--- config.mk ---
export PLATFORM = sky130hd
export DESIGN_NAME = vga_sram_arbiter
export DESIGN_NICKNAME = d
export VERILOG_FILES = /design/src/rtl/vga_sram_pkg.sv /design/src/rtl/vga_sram_arbiter.sv
export SDC_FILE = /design/constraint.sdc
export NUM_CORES = 1
export LEC_CHECK = 0
export BUFFER_PORTS_ARGS = -buffer_cell sky130_fd_sc_hd__buf_2
export CAP_MARGIN = 20
export CORE_ASPECT_RATIO = 1.1
export CORE_UTILIZATION = 35
export DETAILED_ROUTE_END_ITERATION = 10
export GPL_TIMING_DRIVEN = 1
export SLEW_MARGIN = 5
export SYNTH_ARGS = -nofsm -noshare
export SYNTH_HDL_FRONTEND = slang
export SYNTH_SLANG_ARGS = --single-unit
--- constraint.sdc ---
create_clock -name iCLOCK -period 8.2 [get_ports iCLOCK]
set_input_delay 1.64 -clock iCLOCK [delete_from_list [all_inputs] [get_ports iCLOCK]]
set_output_delay 1.64 -clock iCLOCK [all_outputs]
set_load 0.1 [all_outputs]
--- src/rtl/vga_sram_pkg.sv ---
// rtl/vga_sram_pkg.sv - shared defaults and state type for the VGA frame-buffer SRAM arbiter
package vga_sram_pkg;

    localparam int ADDR_W_DEF = 20;
    localparam int DATA_W_DEF = 16;
    localparam int VGA_PIXELS = 307200;

    typedef enum logic [2:0] {
        IDLE,
        RD_A,
        RD_D,
        WR_S,
        WR_P,
        CL_S,
        CL_P
    } arb_state_t;

    function automatic int cnt_width(input int n);
        return (n > 1) ? $clog2(n) : 1;
    endfunction

endpackage

--- src/rtl/vga_sram_arbiter.sv ---
// rtl/vga_sram_arbiter.sv - shares one async 16-bit frame-buffer SRAM between display reads, pixel writes and clear
module vga_sram_arbiter
    import vga_sram_pkg::*;
#(
    parameter int ADDR_W      = ADDR_W_DEF,
    parameter int DATA_W      = DATA_W_DEF,
    parameter int BURST_LEN   = 8,
    parameter int CLEAR_WORDS = VGA_PIXELS
) (
    input  logic              iCLOCK,
    input  logic              iRESET,
    input  logic              iRESET_SYNC,
    input  logic              iRD_REQ,
    output logic              oRD_BUSY,
    input  logic [ADDR_W-1:0] iRD_ADDR,
    output logic              oRD_VALID,
    output logic [DATA_W-1:0] oRD_DATA,
    output logic              oRD_LAST,
    input  logic              iWR_REQ,
    output logic              oWR_BUSY,
    input  logic [ADDR_W-1:0] iWR_ADDR,
    input  logic [DATA_W-1:0] iWR_DATA,
    input  logic              iCLR_REQ,
    input  logic [DATA_W-1:0] iCLR_DATA,
    output logic              oCLR_BUSY,
    output logic              onSRAM_CE,
    output logic              onSRAM_WE,
    output logic              onSRAM_OE,
    output logic              onSRAM_UB,
    output logic              onSRAM_LB,
    output logic [ADDR_W-1:0] oSRAM_ADDR,
    output logic [DATA_W-1:0] oSRAM_DATA,
    output logic              oSRAM_DATA_OE,
    input  logic [DATA_W-1:0] iSRAM_DATA
);

    localparam int BCNT_W = cnt_width(BURST_LEN);
    localparam int CCNT_W = cnt_width(CLEAR_WORDS);
    localparam logic [BCNT_W-1:0] BURST_LAST = BCNT_W'(BURST_LEN - 1);
    localparam logic [CCNT_W-1:0] CLEAR_LAST = CCNT_W'(CLEAR_WORDS - 1);

    arb_state_t        state_q, state_d;
    logic              rd_busy_q, rd_busy_d;
    logic              rd_pend_q, rd_pend_d;
    logic [ADDR_W-1:0] rd_addr_slot_q, rd_addr_slot_d;
    logic [ADDR_W-1:0] burst_addr_q, burst_addr_d;
    logic [BCNT_W-1:0] burst_cnt_q, burst_cnt_d;
    logic              wr_busy_q, wr_busy_d;
    logic [ADDR_W-1:0] wr_addr_slot_q, wr_addr_slot_d;
    logic [DATA_W-1:0] wr_data_slot_q, wr_data_slot_d;
    logic              clr_busy_q, clr_busy_d;
    logic [CCNT_W-1:0] clr_cnt_q, clr_cnt_d;
    logic [DATA_W-1:0] clr_data_q, clr_data_d;
    logic              fair_q, fair_d;
    logic              rd_valid_q, rd_valid_d;
    logic              rd_last_q, rd_last_d;
    logic [DATA_W-1:0] rd_data_q, rd_data_d;
    logic              ce_n_q, ce_n_d;
    logic              we_n_q, we_n_d;
    logic              oe_n_q, oe_n_d;
    logic              bl_n_q, bl_n_d;
    logic              pad_oe_q, pad_oe_d;
    logic [ADDR_W-1:0] sram_addr_q, sram_addr_d;
    logic [DATA_W-1:0] sram_wdata_q, sram_wdata_d;

    always_comb begin
        state_d        = state_q;
        rd_busy_d      = rd_busy_q;
        rd_pend_d      = rd_pend_q;
        rd_addr_slot_d = rd_addr_slot_q;
        burst_addr_d   = burst_addr_q;
        burst_cnt_d    = burst_cnt_q;
        wr_busy_d      = wr_busy_q;
        wr_addr_slot_d = wr_addr_slot_q;
        wr_data_slot_d = wr_data_slot_q;
        clr_busy_d     = clr_busy_q;
        clr_cnt_d      = clr_cnt_q;
        clr_data_d     = clr_data_q;
        fair_d         = fair_q;
        rd_valid_d     = 1'b0;
        rd_last_d      = 1'b0;
        rd_data_d      = rd_data_q;
        sram_addr_d    = sram_addr_q;
        sram_wdata_d   = sram_wdata_q;

        // The read slot stays occupied for one cycle past the final word.
        if (rd_last_q) begin
            rd_busy_d = 1'b0;
        end

        if (iRD_REQ && !rd_busy_q) begin
            rd_busy_d      = 1'b1;
            rd_pend_d      = 1'b1;
            rd_addr_slot_d = iRD_ADDR;
        end
        if (iWR_REQ && !wr_busy_q && !clr_busy_q) begin
            wr_busy_d      = 1'b1;
            wr_addr_slot_d = iWR_ADDR;
            wr_data_slot_d = iWR_DATA;
        end
        if (iCLR_REQ && !clr_busy_q) begin
            clr_busy_d = 1'b1;
            clr_cnt_d  = '0;
            clr_data_d = iCLR_DATA;
        end

        case (state_q)
            IDLE: begin
                if (fair_q && wr_busy_q) begin
                    state_d      = WR_S;
                    fair_d       = 1'b0;
                    sram_addr_d  = wr_addr_slot_q;
                    sram_wdata_d = wr_data_slot_q;
                end else if (rd_pend_q) begin
                    state_d      = RD_A;
                    rd_pend_d    = 1'b0;
                    burst_addr_d = rd_addr_slot_q;
                    burst_cnt_d  = '0;
                    sram_addr_d  = rd_addr_slot_q;
                end else if (wr_busy_q) begin
                    state_d      = WR_S;
                    sram_addr_d  = wr_addr_slot_q;
                    sram_wdata_d = wr_data_slot_q;
                end else if (clr_busy_q) begin
                    state_d      = CL_S;
                    sram_addr_d  = ADDR_W'(clr_cnt_q);
                    sram_wdata_d = clr_data_q;
                end
            end
            RD_A: state_d = RD_D;
            RD_D: begin
                rd_valid_d = 1'b1;
                rd_data_d  = iSRAM_DATA;
                if (burst_cnt_q == BURST_LAST) begin
                    rd_last_d = 1'b1;
                    state_d   = IDLE;
                    fair_d    = wr_busy_q;
                end else begin
                    // Bursts run RD_D -> RD_A without an idle gap so they are never split.
                    state_d      = RD_A;
                    burst_cnt_d  = burst_cnt_q + 1'b1;
                    burst_addr_d = burst_addr_q + 1'b1;
                    sram_addr_d  = burst_addr_q + 1'b1;
                end
            end
            WR_S: state_d = WR_P;
            WR_P: begin
                state_d   = IDLE;
                wr_busy_d = 1'b0;
                fair_d    = 1'b0;
            end
            CL_S: state_d = CL_P;
            CL_P: begin
                state_d = IDLE;
                if (clr_cnt_q == CLEAR_LAST) begin
                    clr_busy_d = 1'b0;
                end else begin
                    clr_cnt_d = clr_cnt_q + 1'b1;
                end
            end
            default: state_d = IDLE;
        endcase

        ce_n_d   = (state_d == IDLE);
        oe_n_d   = !((state_d == RD_A) || (state_d == RD_D));
        we_n_d   = !((state_d == WR_P) || (state_d == CL_P));
        bl_n_d   = ce_n_d;
        pad_oe_d = (state_d == WR_S) || (state_d == WR_P) ||
                   (state_d == CL_S) || (state_d == CL_P);

        if (iRESET_SYNC) begin
            state_d        = IDLE;
            rd_busy_d      = 1'b0;
            rd_pend_d      = 1'b0;
            rd_addr_slot_d = '0;
            burst_addr_d   = '0;
            burst_cnt_d    = '0;
            wr_busy_d      = 1'b0;
            wr_addr_slot_d = '0;
            wr_data_slot_d = '0;
            clr_busy_d     = 1'b0;
            clr_cnt_d      = '0;
            clr_data_d     = '0;
            fair_d         = 1'b0;
            rd_valid_d     = 1'b0;
            rd_last_d      = 1'b0;
            rd_data_d      = '0;
            ce_n_d         = 1'b1;
            we_n_d         = 1'b1;
            oe_n_d         = 1'b1;
            bl_n_d         = 1'b1;
            pad_oe_d       = 1'b0;
            sram_addr_d    = '0;
            sram_wdata_d   = '0;
        end
    end

    always_ff @(posedge iCLOCK or posedge iRESET) begin
        if (iRESET) begin
            state_q        <= IDLE;
            rd_busy_q      <= 1'b0;
            rd_pend_q      <= 1'b0;
            rd_addr_slot_q <= '0;
            burst_addr_q   <= '0;
            burst_cnt_q    <= '0;
            wr_busy_q      <= 1'b0;
            wr_addr_slot_q <= '0;
            wr_data_slot_q <= '0;
            clr_busy_q     <= 1'b0;
            clr_cnt_q      <= '0;
            clr_data_q     <= '0;
            fair_q         <= 1'b0;
            rd_valid_q     <= 1'b0;
            rd_last_q      <= 1'b0;
            rd_data_q      <= '0;
            ce_n_q         <= 1'b1;
            we_n_q         <= 1'b1;
            oe_n_q         <= 1'b1;
            bl_n_q         <= 1'b1;
            pad_oe_q       <= 1'b0;
            sram_addr_q    <= '0;
            sram_wdata_q   <= '0;
        end else begin
            state_q        <= state_d;
            rd_busy_q      <= rd_busy_d;
            rd_pend_q      <= rd_pend_d;
            rd_addr_slot_q <= rd_addr_slot_d;
            burst_addr_q   <= burst_addr_d;
            burst_cnt_q    <= burst_cnt_d;
            wr_busy_q      <= wr_busy_d;
            wr_addr_slot_q <= wr_addr_slot_d;
            wr_data_slot_q <= wr_data_slot_d;
            clr_busy_q     <= clr_busy_d;
            clr_cnt_q      <= clr_cnt_d;
            clr_data_q     <= clr_data_d;
            fair_q         <= fair_d;
            rd_valid_q     <= rd_valid_d;
            rd_last_q      <= rd_last_d;
            rd_data_q      <= rd_data_d;
            ce_n_q         <= ce_n_d;
            we_n_q         <= we_n_d;
            oe_n_q         <= oe_n_d;
            bl_n_q         <= bl_n_d;
            pad_oe_q       <= pad_oe_d;
            sram_addr_q    <= sram_addr_d;
            sram_wdata_q   <= sram_wdata_d;
        end
    end

    assign oRD_BUSY      = rd_busy_q;
    assign oRD_VALID     = rd_valid_q;
    assign oRD_DATA      = rd_data_q;
    assign oRD_LAST      = rd_last_q;
    assign oWR_BUSY      = wr_busy_q | clr_busy_q;
    assign oCLR_BUSY     = clr_busy_q;
    assign onSRAM_CE     = ce_n_q;
    assign onSRAM_WE     = we_n_q;
    assign onSRAM_OE     = oe_n_q;
    assign onSRAM_UB     = bl_n_q;
    assign onSRAM_LB     = bl_n_q;
    assign oSRAM_ADDR    = sram_addr_q;
    assign oSRAM_DATA    = sram_wdata_q;
    assign oSRAM_DATA_OE = pad_oe_q;

endmodule

Word level (Yosys, flattened, before mapping)
Cells that the tools add are included.

storage, ports and cells
  register bits = 180
  logic and storage cells = 149
  input bits = 94

operators by class
  eq/ne operators = 21
  reductions and logical operators = 31
  bitwise gates (word level) = 1
  $add $sub $neg = 3
  multiplexer cells = 71

operators by type and width
  operator                 count
  $mux W20                 13
  $mux W16                 12
  $pmux W20 S2             2
  $mux W19                 4
  $mux W1                  28
  $mux W3                  9
  $eq A3 B3 Y1 const B     7
  $add A20 B1 Y20 const B  1
  $add A19 B1 Y19 const B  1
  $eq A19 B19 Y1 const B   1
  $ne A3 B3 Y1 const B     5
  $pmux W3 S5              1
  $eq A3 B2 Y1 const B     4
  $reduce_bool A2 Y1       5
  $reduce_and A3 Y1        3
  $reduce_bool A3 Y1       3
  $reduce_bool A4 Y1       2
  $eq A3 B1 Y1 const B     2
  $logic_not A3 Y1         2
  $ne A6 B6 Y1 const B     1
  $pmux W3 S2              1
  $logic_and A1 B1 Y1      5
  $logic_not A1 Y1         5
  $logic_or A1 B1 Y1       5
  other kinds (5)          5

Longest topological paths before layout
Gate-level depths: netlist (run 1).

  depth after elaboration = 10
  mapped depth = 8
  mapped depth without buffers = 7

Worst setup path after synthesis (run 1)
Ideal clock, no wire load.

  path kind = reg2out
  from = reg clr_busy_q, in the netlist oCLR_BUSY
  to = out oWR_BUSY
  cell stages (with the launch flop) = 3
  setup slack = 4.767 ns
  required time = 6.560 ns
  arrival = 1.793 ns
  cell sequence = dfrtp_1 > nor2_1 > inv_1

on the way
  longest elaborated chain between the ends = 1

RTL lines
  element                 RTL line                 text
  start, declared         vga_sram_arbiter.sv:51   logic clr_busy_q, clr_busy_d;
  start signal, assigned  vga_sram_arbiter.sv:233  clr_busy_q <= clr_busy_d;
  $or A1 B1 Y1            vga_sram_arbiter.sv:254  assign oWR_BUSY = wr_busy_q | clr_busy_q;
  end, declared           vga_sram_arbiter.sv:20   output logic oWR_BUSY,

No other way between the ends.

Worst setup path after layout (run 1)
  from = in iRESET_SYNC
  to = reg clr_cnt_q[3]

on the way
  longest elaborated chain between the ends = 1

RTL lines
  element               RTL line                 text
  start, declared       vga_sram_arbiter.sv:12   input logic iRESET_SYNC,
  $mux W19              vga_sram_arbiter.sv:171  if (iRESET_SYNC) begin
  via clr_cnt_d[3]      vga_sram_arbiter.sv:52   logic [CCNT_W-1:0] clr_cnt_q, clr_cnt_d;
  end signal, assigned  vga_sram_arbiter.sv:234  clr_cnt_q <= clr_cnt_d;
  end, declared         vga_sram_arbiter.sv:52

The timed path passes the listed nets, and every way through them passes these cells.
A chain may end at the register's enable or synchronous reset.

==> results of run 1 <==
[synth_stat cells, drive strengths merged (9+ instances only)]
library cell,number
nor3,27
clkbuf,62
nand4,12
a32o,10
a211oi,23
o22ai,10
a21oi,125
inv,14
and3,9
a221oi,9
buf,19
mux2i,21
nor2,62
o21ai,38
nand3,23
dfrtp,177
xnor2,13
nand2,235
[cell families (layout without fill, tap and decap cells)]
family / count (synthesis) / count (layout) / share of synthesized area
simple gates: 423 / 423 / 0.215
xor+xnor: 20 / 20 / 0.0194
mux: 27 / 27 / 0.0308
compound gates: 270 / 270 / 0.188
buf+inv: 95 / 215 / 0.0419
fa+ha+maj: 4 / 4 / 0.00555
flops: 180 / 180 / 0.500
[metal layers]
| metal | vias up | GRT usage | share of wire |
|---|---|---|---|
| li1 | 3813 | - | - |
| met1 | 3868 | 0.282 | 0.45 |
| met2 | 312 | 0.328 | 0.47 |
| met3 | 28 | 0.0374 | 0.065 |
| met4 | 0 | 0.0577 | 0.016 |
| met5 | - | 0 | 0 |
[worst max path at each step]
stage                                from                          end  slack (ns)  cells after the start
CTS                 wr_busy_q$_DFFE_PP0P_                     oWR_BUSY        4.58                      4
floorplan                          iRESET  burst_addr_q[0]$_DFFE_PP0P_        1.68                      1
global route                  iRESET_SYNC       clr_cnt_q[3]$_DFF_PP0_        4.40                      6
detailed placement            iRESET_SYNC       clr_cnt_q[3]$_DFF_PP0_        4.13                      6
global placement              iRESET_SYNC       clr_cnt_q[3]$_DFF_PP0_        4.13                      6
finish                        iRESET_SYNC       clr_cnt_q[3]$_DFF_PP0_        4.56                      6
[power groups by stage]
stage	Combinational, mW	Sequential, mW	Clock [mW]
after floorplan	0.281	1.27	0
after global placement	0.660	1.04	0
after detailed placement	0.665	1.04	0
after CTS	0.666	1.02	0.861
after global routing	0.709	1.03	0.898
final	0.664	1.02	0.843
[state kept, by name (all words and copies together), names as in the netlist, 3 cells and up]
signal and count:
state_q 3, burst_addr_q 20, oSRAM_ADDR 20, clr_data_q 16, wr_data_slot_q 16, clr_cnt_q 19
rd_addr_slot_q 20, burst_cnt_q 3, oRD_DATA 16, wr_addr_slot_q 20, oSRAM_DATA 16
[area by class of cell]
cell class                      count  area share
Clock buffer                       17      0.0399
Clock inverter                     15      0.0184
Inverter                           14     0.00540
Multi-Input combinational cell    744       0.390
Sequential cell                   180       0.423
Tap cell                          346      0.0406
Timing Repair Buffer              169      0.0827
[worst max-delay path: stages]
cell,delay [ns]
buf_4,0.48
buf_4,0.89
or2_1,0.27
a21o_1,0.30
nor3_1,0.10
a211o_1,0.27
[through the flow]
| step | instances | setup slack, ns | cell area (um2) | util | hold slack [ns] |
|---|---|---|---|---|---|
| 2_1_floorplan | 1019 | 1.68 | 9020 | - | 0.460 |
| 3_3_place_gp | 1452 | 4.13 | 10000 | 0.397 | 0.476 |
| 3_5_place_dp | 1452 | 4.13 | 10000 | 0.397 | 0.496 |
| 4_1_cts | 1484 | 4.58 | 10600 | 0.421 | 0.519 |
| 5_1_grt | 1485 | 4.40 | 10700 | 0.422 | 0.539 |
| 6_report | 1485 | 4.56 | 10700 | 0.422 | 0.518 |
==> out/qor.yml, run 1 <==
critical_path:
  rrSetupSlack_ns: 5.29
  r2r_end: "burst_addr_q[3]$_DFFE_PP0P_"
  cp-end-kind: "flip-flop"
  critPathLaunchType: "input pin"
  r2r-start: "wr_busy_q$_DFFE_PP0P_"
  worstPathArrival_ns: 3.97
  crit_required_ns: 8.53
  crit_type: "input pin to flip-flop"
  path_max_fanout: 91
  r2r.worst_path.cells: 7
clock_network:
  cts_root_buf: "clkbuf_16"
  post_cts_buffers: 0
  cts_buffers: 17
  cts_repair_resize_count: 0
  clkTransAtPathRegs_ns: 0.07
  insertion_delay_ns: 0.44
  htreeDepth: 4
  cts_buffer_depth: 2
  cts_hold_buf: 0
  clock-sinks: 180
  cts_tree: "done"
yosys:
  syn_avg_cell_area_um2: 8.85
  syn_inst: 1019
  synth.distinct_cells: 69
  synth_nets: 1117
  synth_top_cell_by_area: "dfrtp_1"
  synth_seq_cells: 180
  synth_edf_count: 0
  yosys_warnings: 0
  synth_flop_cell: "dfrtp_1"
  async_flop_share: 1.00
  syn-cell-area_um2: 9020
  synthTopCellsByArea: "dfrtp_1, nand2_1, a21oi_1"
  yosysSeqAreaShare: 0.500
  synth_top_area_share: 0.491
floorplan:
  die_x_um: 155
  io_pins: 157
  die_area_um2: 26400
  core_um2: 25300
  start_util: 0.357
  die_y_um: 170
  num_rows: 61
placement:
  dp_hpwl_um: 18100
  port_buffers: 156
  gp_congestion: 0.865
power:
  p_int_mw: 1.52
  p_leak_nw: 4.78
  power_mw: 2.53
  swShare: 0.401
  p_per_area_nw_per_um2: 238
  p_sw_mw: 1.01
  ir_drop_mv: 0.126
  pwr-share-clk: 0.333
  pwr-share-comb: 0.262
  seq_power_share: 0.405
final_layout:
  final_cell_mix: "nand2_1, dfrtp_1, buf_2, a21oi_1, nor2_1"
  regArea_um2: 4510
  multi_input_area_um2: 4150
  synthToLayoutAreaGrowth_pct: 18.1
  nFillCells: 2567
  antenna_cells: 0
  drive_gt1_frac: 0.198
  layout_commonest_cell: "nand2_1"
  nets: 1224
detailed_routing:
  wire_per_inst_um: 17.8
  first_iter_violations: 771
  avgViaCountPerCell: 5.40
  drc: 0
  ant_nets: 0
  drt-pass1-iter-count: 5
  vias: 8021
  wirelength_um: 26400
global_route:
  grt_max_degree: 92
  grt_usage: 0.205
  grt_pass1_wl_um: 41600
  antenna_found_initial: 0
  first_global_vias: 7453
  grt_overflow_total: 0
timing:
  rsz0062_at_grt: "no"
  worst_pin_slew_ns: 1.04
  timing.final.crit_share: 0.444
  final-max-slew-violation-count: 0
  finalSetupViolations: 0
  period_minus_slack_ns: 3.64
  clock.fmax_mhz: 275
  hold_violations: 0
  relSlewSlack: 0.304
  fin_tns_setup_ns: 0
  clock_skew_ns: 0.0131
hold_path:
  min_path_type: "flip-flop to flip-flop"
  hp-start: "burst_cnt_q[1]$_DFFE_PP0P_"
  holdPathStages: 2
  holdPathEnd: "burst_cnt_q[1]$_DFFE_PP0P_"
outcome:
  outcome: "finished clean"
flow_run:
  drv_cap: 0
Power figures use the tool's default switching activity.
==> run 2, diff against run 1 <==
clock period = 3.1 ns   (was 8.2 ns; I/O delays follow)
==> run 2 against run 1 <==
Core utilization rose by 0.81 points. Critical endpoint is now oWR_BUSY. Final area rose by 1.9%. Via count rose by 0.46%. Final cell count rose by 1.3%. Highest routed layer is now met5. Routed wire length rose by 3.1%. Worst hold slack got worse by 0.22 ns. Global-route usage rose by 0.35 points. Clock-buffer cell count did not move. Non-clock buffer count rose by 19. Clock power rose to 2.7 times the previous value. Sequential power rose to 2.7 times the previous value.
==> out/qor.yml, run 2 (synthesis results as in run 1) <==
outcome:
  outcome: "finished clean"
clock_network:
  htreeDepth: 4
  cts_buffers: 17
  clock-sinks: 180
  cts_root_buf: "clkbuf_16"
  cts_hold_buf: 0
  post_cts_buffers: 0
  cts_buffer_depth: 2
  cts_tree: "done"
  insertion_delay_ns: 0.45
  cts_repair_resize_count: 0
  clkTransAtPathRegs_ns: 0.07
critical_path:
  path_max_fanout: 9
  cp-end-kind: "primary output"
  crit_type: "flip-flop to primary output"
  startpoint: "wr_busy_q$_DFFE_PP0P_"
  r2r-start: "rd_pend_q$_DFF_PP0_"
  worstPathArrival_ns: 1.95
  crit_required_ns: 2.48
  rrSetupSlack_ns: 0.75
  critPathLaunchType: "flip-flop"
timing:
  layout_setup_ws_ns: 0.533
  hold_violations: 0
  rsz0062_at_grt: "no"
  final-max-slew-violation-count: 0
  finalSetupViolations: 0
  period_minus_slack_ns: 2.57
  fin_tns_setup_ns: 0
  clock.fmax_mhz: 390
  worst_pin_slew_ns: 0.955
  timing.final.crit_share: 0.828
  relSlewSlack: 0.363
  clock_skew_ns: 0.0138
final_layout:
  antenna_cells: 0
  nets: 1243
  nFillCells: 2554
  drive_gt1_frac: 0.211
  instances_no_fill: 1504
  final_cell_mix: "nand2_1, dfrtp_1, buf_2, a21oi_1, nor2_1"
  layout_commonest_cell: "nand2_1"
  synthToLayoutAreaGrowth_pct: 20.4
  multi_input_area_um2: 4150
  regArea_um2: 4510
power:
  pwr-share-comb: 0.263
  p_per_area_nw_per_um2: 625
  ir_drop_mv: 0.375
  p_leak_nw: 4.90
  p_int_mw: 4.12
  seq_power_share: 0.400
  swShare: 0.394
  pwr-share-clk: 0.337
  power_mw: 6.79
  p_sw_mw: 2.67
global_route:
  grt_pass1_wl_um: 42000
  grt_overflow_total: 0
  first_global_vias: 7347
  antenna_found_initial: 1
  grt_usage: 0.208
  grt_max_degree: 57
detailed_routing:
  vias: 8058
  drc: 0
  avgViaCountPerCell: 5.36
  drt-pass1-iter-count: 5
  wire_per_inst_um: 18.1
  ant_nets: 0
  first_iter_violations: 608
  wirelength_um: 27200
floorplan:
  core_um2: 25300
  io_pins: 157
  start_util: 0.357
  die_x_um: 155
  die_y_um: 170
  num_rows: 61
  die_area_um2: 26400
hold_path:
  min_path_type: "input pin to async pin"
flow_run:
  drv_cap: 0
placement:
  dp_cells: 1472
  gp_congestion: 0.897
  port_buffers: 156
  pre_cts_ws_ns: 0.761
  dp_hpwl_um: 19600
[run 2: changes by cell type in the layout (fill, tap and decap cells not counted), sizes merged]
| cell | change |
|---|---|
| buf | +19 |
| clkinvlp | +1 |
| clkinv | +1 |
| inv | -3 |
| bufinv | +1 |
[run 2: layout make-up]
cell class / count / share of cell area
flip-flops and latches: 180 / 0.415
multi-input cells: 744 / 0.382
repair buffers: 188 / 0.0988
well taps: 346 / 0.0399
clock buffers: 17 / 0.0392
clock inverters: 15 / 0.0194
inverters: 14 / 0.00518
[run 2: final timing paths]
kind	to	cells after the start
max in group asynchronous	onSRAM_WE$_DFF_PP1_	3
max	oWR_BUSY	4
min reg2reg	burst_cnt_q[2]$_DFFE_PP0P_	1
min	rd_addr_slot_q[11]$_DFFE_PP0P_	2
max reg2reg	oSRAM_ADDR[12]$_DFFE_PP0P_	5
min in group iCLOCK	clr_data_q[6]$_DFFE_PP0P_	3
[run 2: worst max-delay path: stages (launching register included)]
cell     delay [ns]
dfrtp_1        0.49
buf_4          0.24
nor2_1         0.40
inv_1          0.07
buf_2          0.30
[run 2: routing by layer]
layer,track usage,up-vias,wire (um)
met5,0,-,10
met4,0.0930,2,879
met3,0.0410,53,1900
met2,0.327,296,12700
met1,0.277,3857,11700
li1,-,3850,-
[run 2: power by group through the flow]
| stage | clock, mW | combinational, mW | sequential [mW] |
|---|---|---|---|
| floorplan | 0 | 0.743 | 3.35 |
| finish | 2.29 | 1.79 | 2.72 |
| global placement | 0 | 1.78 | 2.76 |
| CTS | 2.33 | 1.80 | 2.71 |
| global route | 2.42 | 1.90 | 2.74 |
| detailed placement | 0 | 1.80 | 2.76 |
[run 2: through the flow]
stage / instance area [um2] / hold slack, ns / utilization
after floorplan: 9020 / 0.460 / -
after global placement: 10200 / 0.482 / 0.405
after detailed placement: 10200 / 0.497 / 0.405
after CTS: 10900 / 0.321 / 0.430
after global routing: 10900 / 0.331 / 0.430
final: 10900 / 0.298 / 0.430
==> run 3, diff against run 2 <==
clock period = 2.1 ns   (was 3.1 ns; I/O delays follow)
==> run 3 against run 2 <==
Combinational power up 58%. Setup slack worse by 0.53 ns. Power up 48%. Largest cell class unchanged. Non-clock buffer count up 62. Clock power up 41%. Flip-flop and latch count unchanged. Clock-buffer cell count up 1. Sequential power up 46%. Die area unchanged. Register-to-register slack worse by 0.75 ns. Sequential share of layout area down 2.0 points. Critical endpoint is now clr_cnt_q[16]$_DFF_PP0_. Critical path depth up 2.
==> out/qor.yml, run 3 (synthesis results as in run 1) <==
outcome:
  outcome: "finished clean"
clock_network:
  htreeDepth: 4
  cts_buffers: 17
  cts_root_buf: "clkbuf_16"
  clock-sinks: 180
  cts_buffer_depth: 2
  cts_tree: "done"
  clkTransAtPathRegs_ns: 0.08
  insertion_delay_ns: 0.44
global_route:
  first_global_vias: 7997
  grt_max_degree: 70
  grt_usage: 0.214
  grt_pass1_wl_um: 43700
  antenna_found_initial: 1
  grt_overflow_total: 0
timing:
  rsz0062_at_grt: "yes"
  clock_skew_ns: 0.0162
  relSlewSlack: 0.524
  layout_setup_ws_ns: 0.00458
  hold_violations: 0
  worst_pin_slew_ns: 0.714
  finalSetupViolations: 0
  clock.fmax_mhz: 477
  period_minus_slack_ns: 2.10
  timing.final.crit_share: 0.998
  final-max-slew-violation-count: 0
floorplan:
  core_um2: 25300
  die_y_um: 170
  start_util: 0.357
  die_x_um: 155
  die_area_um2: 26400
  num_rows: 61
  io_pins: 157
flow_run:
  drv_cap: 0
detailed_routing:
  first_iter_violations: 476
  drt-pass1-iter-count: 5
  wirelength_um: 27600
  vias: 8235
  drc: 0
  wire_per_inst_um: 17.6
  avgViaCountPerCell: 5.26
  ant_nets: 0
power:
  p_per_area_nw_per_um2: 880
  power_mw: 10.1
  p_leak_nw: 5.22
  ir_drop_mv: 0.466
placement:
  dp_hpwl_um: 20100
  gp_congestion: 0.864
  pre_cts_ws_ns: -0.0473
  port_buffers: 156
final_layout:
  final_cell_mix: "nand2_1, dfrtp_1, buf_2, a21oi_1, buf_4"
  layout_commonest_cell: "nand2_1"
  nets: 1305
  antenna_cells: 0
  fin_util: 0.452
  drive_gt1_frac: 0.257
  synthToLayoutAreaGrowth_pct: 26.7
hold_path:
  min_path_type: "input pin to flip-flop"
critical_path:
  crit_type: "flip-flop to flip-flop"
  critPathLaunchType: "flip-flop"
  cp-end-kind: "flip-flop"
  worstPathArrival_ns: 2.41
  crit_required_ns: 2.41
  path_max_fanout: 6
run 3: report_power, final:
| part | internal [mW] | switching (mW) |
|---|---|---|
| clock | 1.71 | 1.54 |
| sequential | 3.73 | 0.251 |
| combinational | 0.739 | 2.09 |
| total | 6.18 | 3.87 |
run 3: through the flow:
stage / TNS, ns / hold slack [ns] / std cells / instance area (um2)
after floorplan: -114.69 / 0.460 / 1019 / 9030
after global placement: -0.0214 / 0.454 / 1528 / 10700
after detailed placement: -0.215 / 0.454 / 1528 / 10700
after CTS: 0 / 0.187 / 1562 / 11300
after global routing: -0.355 / 0.187 / 1566 / 11400
final: 0 / 0.198 / 1566 / 11400
run 3: per-layer routing:
layer,share of wire,track usage,up-vias
met4,0.031,0.0926,2
li1,-,-,3979
met1,0.42,0.268,3954
met3,0.066,0.0530,45
met2,0.48,0.350,255
met5,0.00047,0,-
run 3: cell type report:
cell class | instances | area (um2)
Clock buffer | 18 | 429
Clock inverter | 14 | 168
Fill cell | 2498 | 13800
Inverter | 14 | 56.3
Multi-Input combinational cell | 744 | 4190
Sequential cell | 180 | 4510
Tap cell | 346 | 433
Timing Repair Buffer | 250 | 1640
run 3: worst paths after layout:
path                                       startpoint                            end  slack [ns]  depth (start not counted)
max in group asynchronous                      iRESET      oSRAM_ADDR[5]$_DFFE_PP0P_        0.80                          5
hold reg to reg            burst_cnt_q[1]$_DFFE_PP0P_     burst_cnt_q[1]$_DFFE_PP0P_        0.49                          2
setup reg to reg              clr_cnt_q[14]$_DFF_PP0_        clr_cnt_q[16]$_DFF_PP0_       0.005                          6
hold / removal                            iWR_DATA[4]  wr_data_slot_q[4]$_DFFE_PP0P_        0.20                          3
min in group asynchronous                      iRESET     oSRAM_ADDR[11]$_DFFE_PP0P_        0.54                          3
setup / recovery              clr_cnt_q[14]$_DFF_PP0_        clr_cnt_q[16]$_DFF_PP0_       0.005                          6
run 3: worst max-delay path: stages, from the launching register on:
cell and delay (ns):
dfrtp_1 0.38, or4b_4 0.56, nor4b_4 0.33, buf_4 0.18, a21oi_4 0.07, and3_4 0.20
a221o_1 0.25
run 3: repair_timing:
| action | CTS | global route |
|---|---|---|
| hold buffers | 1 | 0 |
| pin swaps | 2 | 9 |
| gates resized for setup | 2 | 10 |
| setup buffers | 1 | 4 |
| setup endpoints to repair | 13 | 35 |
| endpoints found under the hold margin | 12 | 0 |
